==> src/rtl/axi4s_add_bytes_sched.sv <==
// Packet-level round-robin scheduler sharing one pad datapath between NUM_PORTS AXI4-Stream sources.
// Optional build macro AXI4S_ADD_BYTES_SCHED_PRIO_EN makes port 0 strict priority over the round-robin ports.
module axi4s_add_bytes_sched #(
    parameter int NUM_PORTS  = 4,
    parameter int DATA_WIDTH = 64,
    parameter int USER_WIDTH = 4,
    parameter int BURST      = 1,
    localparam int ID_W      = (NUM_PORTS > 2) ? $clog2(NUM_PORTS) : 1
) (
    input  logic                             clk,
    input  logic                             rst_n,
    input  logic [NUM_PORTS*DATA_WIDTH-1:0]  s_tdata,
    input  logic [NUM_PORTS*USER_WIDTH-1:0]  s_tuser,
    input  logic [NUM_PORTS-1:0]             s_tlast,
    input  logic [NUM_PORTS-1:0]             s_tvalid,
    output logic [NUM_PORTS-1:0]             s_tready,
    output logic [DATA_WIDTH-1:0]            m_tdata,
    output logic [USER_WIDTH-1:0]            m_tuser,
    output logic                             m_tlast,
    output logic                             m_tvalid,
    input  logic                             m_tready,
    output logic [ID_W-1:0]                  m_tid,
    output logic                             busy
);

    localparam logic [0:0] ST_IDLE = 1'b0;
    localparam logic [0:0] ST_PASS = 1'b1;

    localparam int            IDX_W = ID_W + 1;
    localparam logic [ID_W:0] NP    = IDX_W'(NUM_PORTS);

    logic [0:0]      state;
    logic [ID_W-1:0] rr_ptr;
    logic [ID_W-1:0] grant;
    logic [ID_W-1:0] burst_port;
    logic [7:0]      burst_cnt;

    logic [ID_W:0]   idx;
    logic [ID_W-1:0] rr_pick;
    logic            rr_found;
    logic            any_req;
    logic            keep_burst;
    logic            prio_hit;
    logic            prio_grant;
    logic [ID_W-1:0] next_grant;
    logic [ID_W:0]   grant_inc;
    logic [ID_W-1:0] rr_next;
    logic            sel_tvalid;
    logic            pkt_end;
    logic            burst_more;

`ifdef AXI4S_ADD_BYTES_SCHED_PRIO_EN
    assign prio_hit   = s_tvalid[0];
    assign prio_grant = (grant == '0);
`else
    assign prio_hit   = 1'b0;
    assign prio_grant = 1'b0;
`endif

    assign any_req    = |s_tvalid;
    assign keep_burst = (burst_cnt != 8'd0) && s_tvalid[burst_port];

    // Rotating search starting at rr_ptr; idx wraps mod NUM_PORTS so unused indices are never visited.
    always_comb begin
        rr_found = 1'b0;
        rr_pick  = '0;
        idx      = '0;
        for (int i = 0; i < NUM_PORTS; i++) begin
            idx = {1'b0, rr_ptr} + IDX_W'(i);
            if (idx >= NP) begin
                idx = idx - NP;
            end
`ifdef AXI4S_ADD_BYTES_SCHED_PRIO_EN
            if (!rr_found && (idx != '0) && s_tvalid[idx[ID_W-1:0]]) begin
`else
            if (!rr_found && s_tvalid[idx[ID_W-1:0]]) begin
`endif
                rr_found = 1'b1;
                rr_pick  = idx[ID_W-1:0];
            end
        end
    end

    always_comb begin
        if (prio_hit) begin
            next_grant = '0;
        end else if (keep_burst) begin
            next_grant = burst_port;
        end else begin
            next_grant = rr_pick;
        end
    end

    assign grant_inc  = {1'b0, grant} + IDX_W'(1);
    assign rr_next    = (grant_inc == NP) ? '0 : grant_inc[ID_W-1:0];
    assign burst_more = ({1'b0, burst_cnt} + 9'd1) < 9'(BURST);

    assign busy  = (state == ST_PASS);
    assign m_tid = grant;

    // Zero-latency pass-through of the granted port; valid never looks at m_tready.
    always_comb begin
        m_tdata    = '0;
        m_tuser    = '0;
        m_tlast    = 1'b0;
        sel_tvalid = 1'b0;
        s_tready   = '0;
        for (int p = 0; p < NUM_PORTS; p++) begin
            if (grant == ID_W'(p)) begin
                m_tdata    = s_tdata[p*DATA_WIDTH +: DATA_WIDTH];
                m_tuser    = s_tuser[p*USER_WIDTH +: USER_WIDTH];
                m_tlast    = s_tlast[p];
                sel_tvalid = s_tvalid[p];
                s_tready[p] = busy & m_tready;
            end
        end
    end

    assign m_tvalid = busy & sel_tvalid;
    assign pkt_end  = m_tvalid & m_tready & m_tlast;

    always_ff @(posedge clk or negedge rst_n) begin
        if (!rst_n) begin
            state      <= ST_IDLE;
            rr_ptr     <= '0;
            grant      <= '0;
            burst_port <= '0;
            burst_cnt  <= 8'd0;
        end else begin
            case (state)
                ST_IDLE: begin
                    // Losing burst continuation drops the count even when nobody requests.
                    if (!prio_hit && !keep_burst) begin
                        burst_cnt <= 8'd0;
                        if (any_req) begin
                            burst_port <= rr_pick;
                        end
                    end
                    if (any_req) begin
                        grant <= next_grant;
                        state <= ST_PASS;
                    end
                end
                ST_PASS: begin
                    if (pkt_end) begin
                        state <= ST_IDLE;
                        if (!prio_grant) begin
                            if (burst_more) begin
                                burst_cnt <= burst_cnt + 8'd1;
                            end else begin
                                burst_cnt <= 8'd0;
                                rr_ptr    <= rr_next;
                            end
                        end
                    end
                end
                default: state <= ST_IDLE;
            endcase
        end
    end

endmodule

==> config.mk <==
export PLATFORM = sky130hd
export DESIGN_NAME = axi4s_add_bytes_sched
export DESIGN_NICKNAME = d
export VERILOG_FILES = /design/src/rtl/axi4s_add_bytes_sched.sv
export SDC_FILE = /design/constraint.sdc
export NUM_CORES = 1
export LEC_CHECK = 0
export CELL_PAD_IN_SITES_DETAIL_PLACEMENT = 1
export CELL_PAD_IN_SITES_GLOBAL_PLACEMENT = 1
export CORE_ASPECT_RATIO = 0.7
export CORE_MARGIN = 2
export CORE_UTILIZATION = 18
export CTS_CLUSTER_SIZE = 16
export DETAILED_ROUTE_END_ITERATION = 6
export PLACE_DENSITY_LB_ADDON = 0.1
export SETUP_SLACK_MARGIN = 0.5
export SYNTH_ARGS = -nofsm -noshare
export SYNTH_HDL_FRONTEND = slang
export SYNTH_SLANG_ARGS = --single-unit
==> constraint.sdc <==
create_clock -name clk -period 5.3 [get_ports clk]
set_input_delay 1.06 -clock clk [delete_from_list [all_inputs] [get_ports clk]]
set_output_delay 1.06 -clock clk [all_outputs]
set_load 0.005 [all_outputs]
==> reports/summary.txt, run 1 <==
status: finished, final reports clean
RSZ-0062 raised after global routing: false
gpl congestion: 0.919
routed via count: 4754
Final Max Tran Viols: 0
sequential area share after synthesis: 0.126
Slew HR: 0.370
IO Count: 360
Hold Buf Count CTS: 0
clock root cell: clkbuf_16
Initial Utilization: 0.184
sequential power share: 0.058
DRC: 0
CP max FO: 56
Detailed Routing Iterations Pass 1: 4
compound-cell area share of the yosys netlist: 0.435
post-synthesis simple-gate area fraction: 0.312
worst setup path class: flop to output port
CTS max path bufs: 2
post-synthesis async set-or-reset flop share: 1.00
clk sinks: 15
# H-tree levels: 1
Int Power: 0.00183 W
fmax: 0.230 GHz
Worst-path clk slew: 0.05 ns
die width: 158 um
worst-skew pair later-pin latency: 0.25 ns
Post-synth EDFFs: 0
worst hold path endpoint: burst_cnt[7]
TNS Setup: 0 ns
worst r2r path cells: 7
post-synthesis mux area share: 0.0294
fin crit period: 4.35 ns
pin count of the biggest net entering global routing: 95
static leakage: 2.43 nW
worst hold stages: 1
Max IR drop VDD: 0.209 mV
cts repair resizes: 0
Clock Skews: 0.00314 ns
synth warn: 0
#FFs+latches synth: 15
cells after synthesis: 415
Arr. time, crit path: 3.29 ns
share of layout cells above drive strength 1: 0.0353
HPWL Detailed: 16.2 mm
first-pass GRT wire length: 29.6 mm
Sw Share: 0.435
Min-Delay Startpoint: burst_cnt[7]
clock share of power: 0.046
ys flop type: dfrtp_1
reg2reg end: rr_ptr[0]
CP required: 4.24 ns
DR WL/cell: 20.7 um
row count: 39
die area: 17600 um^2
Worst setup SP type: flop
Syn Nets: 705
DIE HEIGHT: 112 um
Sw Pwr: 0.00141 W
antenna violations before repair: 3
Setup Buffers After CTS: 0
HP Class: flop to flop
filler-free cell count of the finished design: 965
Final #Nets: 1028
grt total ovfl: 0
R2R Path Start: m_tid[1]
largest family of logic cells by synthesized area: compound AO/OA/AOI/OAI gates
vias in the first global route: 5148
Final Cycle Share: 0.821
Mapped Area: 2980 um^2
fill count: 1928
final hold viol count: 0
xor/xnor cell area share of the yosys netlist: 0
Post-Synth Adder-Cell Area: 0.0294
combinational cell fraction of total power: 0.896
# setup viols final: 0
Inst Count DP: 958
CTS tree: yes
Post-Route WL: 20.0 mm
Syn-to-layout area delta: 130%
clock buffer count from CTS: 3
antenna-violating nets left: 0
GR Util All Layers: 0.214
worst-margin pin slew: 0.945 ns
IO Port Bufs: 359
Iter 0 DRT Violations: 242
Max Cap Violations: 0
CP Capture Type: output port
Netlist cell types: 42
average size of a mapped cell: 7.19 um^2
R2R setup slack: 2.26 ns
Pwr per Cell Area: 473 nW/um^2
vias per cell: 4.93
core region area: 16200 um^2
## stage by stage
step / setup slack, ns / power, W / instance area [um^2] / hold slack [ns] / utilization
global placement: 1.28 / 0.00307 / 6770 / 0.475 / 0.416
global route: 0.730 / 0.00350 / 6850 / 0.526 / 0.422
detailed placement: 1.24 / 0.00313 / 6770 / 0.478 / 0.416
finish: 0.950 / 0.00324 / 6850 / 0.492 / 0.422
CTS: 0.940 / 0.00330 / 6850 / 0.494 / 0.421
floorplan: 2.50 / 0.00152 / 2980 / 0.455 / -
## power groups by stage
stage / combinational [W] / clock, W / sequential [W]
global route: 0.00316 / 0.000154 / 0.000195
detailed placement: 0.00294 / 0 / 0.000190
finish: 0.00291 / 0.000148 / 0.000188
global placement: 0.00288 / 0 / 0.000188
floorplan: 0.00134 / 0 / 0.000173
CTS: 0.00296 / 0.000151 / 0.000189
## metal layers
| metal | track usage | part of all wire | routed length, um |
|---|---|---|---|
| met3 | 0.0631 | 0.085 | 1700 |
| met1 | 0.237 | 0.39 | 7750 |
| met5 | 0 | 0 | 0 |
| met2 | 0.391 | 0.50 | 9960 |
| met4 | 0.0661 | 0.030 | 595 |
## synthesized netlist by cell type (3+ instances only)
master,n,share of area
a21oi_1,4,0.0067
a221oi_1,67,0.20
and2_1,9,0.019
and3_1,4,0.0084
buf_2,5,0.0084
clkbuf_1,40,0.050
dfrtp_1,15,0.13
ha_1,7,0.029
inv_1,7,0.0088
nand2_1,70,0.088
nand2b_1,3,0.0063
nand3_1,3,0.0050
nand3b_1,5,0.013
nor2_1,4,0.0050
nor2b_1,70,0.15
o31ai_1,67,0.17
## worst max-delay path, stage by stage, from the launching register on
cell and delay [ns]:
dfrtp_1 0.49, inv_1 0.13, ha_2 0.47, buf_4 0.61, a211oi_1 0.18, a211oi_2 0.41, and2_1 0.18, clkdlybuf4s50_1 0.51
## cell type report
class,count,area (um^2),share of cell area
flip-flops and latches,15,375,0.0548
diodes,3,7.51,0.00110
well taps,225,282,0.0411
inverters,7,26.3,0.00383
clock inverters,1,5.00,0.000730
repair buffers,364,3640,0.532
clock buffers,3,75.1,0.0110
multi-input cells,347,2440,0.356
## cells in the final DEF (no fill, tap or decap), types with 2 or more instances in the layout
cell type	Yosys	layout
nor2_1	4	4
buf_4	0	4
a211oi_2	2	2
and3_1	4	4
a221oi_1	67	67
ha_4	0	2
a21oi_1	4	4
and2_1	9	9
o31ai_1	67	67
nand2_1	70	70
ha_1	7	4
a21o_1	2	2
clkdlybuf4s50_1	0	359
nand3_1	3	3
mux2i_1	2	2
a211oi_1	2	2
o21a_1	2	2
mux2_2	2	2
nor2b_1	70	69
a31oi_1	2	2
clkbuf_16	0	3
diode_2	0	3
mux2_1	2	2
inv_1	7	7
nand3b_1	5	5
nor3b_1	2	2
dfrtp_1	15	15
nand2b_1	3	3
## worst max path at each step
stage	from	end	slack, ns	cells after the start
final	m_tid[1]	m_tvalid	0.95	7
after global routing	m_tid[1]	m_tvalid	0.73	7
after CTS	m_tid[1]	m_tvalid	0.94	7
after detailed placement	m_tid[1]	m_tvalid	1.24	7
after global placement	m_tid[1]	m_tvalid	1.28	7
after floorplan	m_tid[1]	m_tdata[32]	2.50	8
## state kept, by name (all words and copies together) (netlist names)
name        count
busy            1
burst_cnt       8
rr_ptr          2
burst_port      2
m_tid           2
## cell families (layout without fill, tap and decap cells)
group / Yosys count / after routing
compound gates: 157 / 157
fa+ha+maj: 7 / 7
buf+inv: 53 / 375
flops: 15 / 15
mux: 7 / 7
other cells: 0 / 3
simple gates: 176 / 176
Note: power is estimated with default switching activity, not from simulation.
==> inputs of run 2 (changes only) <==
--- a/config.mk
+++ b/config.mk
@@ -9,7 +9,7 @@
 export CELL_PAD_IN_SITES_GLOBAL_PLACEMENT = 1
 export CORE_ASPECT_RATIO = 0.7
 export CORE_MARGIN = 2
-export CORE_UTILIZATION = 18
+export CORE_UTILIZATION = 16
 export CTS_CLUSTER_SIZE = 16
 export DETAILED_ROUTE_END_ITERATION = 6
 export PLACE_DENSITY_LB_ADDON = 0.1
==> constraint.sdc (replaced) <==
create_clock -name clk -period 4.53 [get_ports clk]
set_input_delay 0.906 -clock clk [delete_from_list [all_inputs] [get_ports clk]]
set_output_delay 0.906 -clock clk [all_outputs]
set_load 0.005 [all_outputs]
==> run 2 against run 1 <==
Effect of this change:
- the flow now finishes with violations (DRC)
- routed wire length up 1.2%
- die area is 12% higher
- hold slack got worse by 0.0033 ns
- design area grew 1.4%
- critical endpoint is now m_tdata[20]
- final cell count increased by 1.5%
- clock power is 18% higher
- first-iteration DRC count down 6.2%
- sequential share of layout area decreased by 0.075 points
- total power rose by 20%
- critical path depth fell by 1
==> reports/summary.txt, run 2 (synthesis gave the netlist of run 1 again) <==
antenna-violating nets left: 0
clk sinks: 15
GR Util All Layers: 0.189
worst r2r path cells: 5
fin crit period: 3.75 ns
# setup viols final: 0
sequential power share: 0.057
HPWL Detailed: 15.6 mm
HP Class: flop to flop
CP Capture Type: output port
Int Power: 0.00221 W
Worst setup SP type: flop
Iter 0 DRT Violations: 227
Initial Utilization: 0.164
CTS max path bufs: 2
antenna violations before repair: 1
worst-margin pin slew: 0.816 ns
static leakage: 2.47 nW
worst hold stages: 1
most frequent cells in the layout: clkdlybuf4s50_1 (359), nand2_1 (70), nor2b_1 (69)
failing checks: DRC
clock buffer count from CTS: 3
Pwr per Cell Area: 559 nW/um^2
Slew HR: 0.456
Clock Skews: 0.000713 ns
CTS tree: yes
total power: 0.00389 W
Final #Nets: 1033
Final Instance Area: 6950 um^2
vias per cell: 4.87
worst-skew pair later-pin latency: 0.25 ns
first-pass GRT wire length: 29.9 mm
final hold viol count: 0
Syn-to-layout area delta: 133%
commonest non-fill, non-tap cell in the layout: clkdlybuf4s50_1
combinational cell fraction of total power: 0.899
clock root cell: clkbuf_16
pin count of the biggest net entering global routing: 98
R2R setup slack: 1.94 ns
Min-Delay Startpoint: burst_cnt[6]
Arr. time, crit path: 2.84 ns
fill count: 2153
Detailed Routing Iterations Pass 1: 6
Worst-path clk slew: 0.05 ns
Hold Buf Count CTS: 0
# H-tree levels: 1
CP required: 3.62 ns
die area: 19800 um^2
routed via count: 4769
Sw Share: 0.431
Max Cap Violations: 0
R2R Path Start: m_tid[0]
Final Max Tran Viols: 0
Post-Route WL: 20.2 mm
Post-DP Area: 6830 um^2
worst hold path endpoint: burst_cnt[6]
CP max FO: 50
die width: 167 um
reg2reg end: rr_ptr[0]
IO Count: 360
status: complete, but fails checks
grt total ovfl: 0
row count: 41
share of layout cells above drive strength 1: 0.0404
Max IR drop VDD: 0.337 mV
clock share of power: 0.045
DIE HEIGHT: 118 um
IO Port Bufs: 359
Final Cycle Share: 0.828
TNS Setup: 0 ns
Sw Pwr: 0.00168 W
vias in the first global route: 5148
Sequential Area: 375 um^2
worst setup path class: flop to output port
max reg flops: 8
gpl congestion: 0.851
DR WL/cell: 20.7 um
fmax: 0.267 GHz
RSZ-0062 raised after global routing: false
Multi-input gate area: 2440 um^2
core region area: 18200 um^2
DRC: 21
Top reg by flops: burst_cnt
-- run 2: changes by cell type in the layout (fill, tap and decap cells not counted), sizes merged --
cell and change:
clkinv -1, clkbuf +1, buf +5, diode -2
-- run 2: final cells by class --
type	instances	share of cell area
timing repair buffer	369	0.537
tap	236	0.0425
antenna	1	0.000360
sequential	15	0.0540
clock buffer	4	0.0113
multi-input combinational	347	0.351
inverter	7	0.00378
-- run 2: through the flow --
stage | util | worst slack (ns) | std cells | hold slack (ns)
global placement | 0.376 | 0.881 | 971 | 0.471
finish | 0.383 | 0.781 | 979 | 0.489
floorplan | - | 1.88 | 415 | 0.455
detailed placement | 0.376 | 0.790 | 971 | 0.472
CTS | 0.381 | 0.508 | 975 | 0.489
global route | 0.383 | 0.599 | 979 | 0.512
-- run 2: critical path, cell delays in order (launching register included) --
cell and delay (ns):
dfrtp_1 0.47, inv_1 0.17, ha_4 0.59, buf_4 0.41, a221oi_1 0.09, o31ai_1 0.25, clkdlybuf4s50_1 0.58
-- run 2: how the worst max path moves through the flow --
| stage | startpoint | endpoint | depth (start not counted) |
|---|---|---|---|
| global placement | m_tid[0] | m_tdata[0] | 6 |
| CTS | m_tid[0] | m_tdata[5] | 7 |
| detailed placement | m_tid[0] | m_tdata[5] | 7 |
| global route | m_tid[0] | m_tdata[17] | 6 |
| finish | m_tid[0] | m_tdata[20] | 6 |
| floorplan | m_tid[1] | m_tdata[32] | 8 |
-- run 2: per-layer routing --
| metal | up-vias | routed length [um] | GRT usage |
|---|---|---|---|
| met5 | - | 0 | 0 |
| met4 | 0 | 299 | 0.0283 |
| met2 | 219 | 10300 | 0.358 |
| li1 | 2258 | - | - |
| met1 | 2276 | 8080 | 0.222 |
| met3 | 16 | 1550 | 0.0412 |
-- run 2: repair_timing --
item	CTS	global route
endpoints found under the setup margin	0	39
resized for setup	0	0
buffers inserted	0	3
-- run 2: power by group through the flow --
stage                     Combinational, W  Clock (W)  Sequential, W
after floorplan                    0.00157          0       0.000202
after global placement             0.00342          0       0.000217
after detailed placement           0.00349          0       0.000222
after CTS                          0.00351   0.000175       0.000220
after global routing               0.00381   0.000186       0.000227
final                              0.00349   0.000174       0.000220
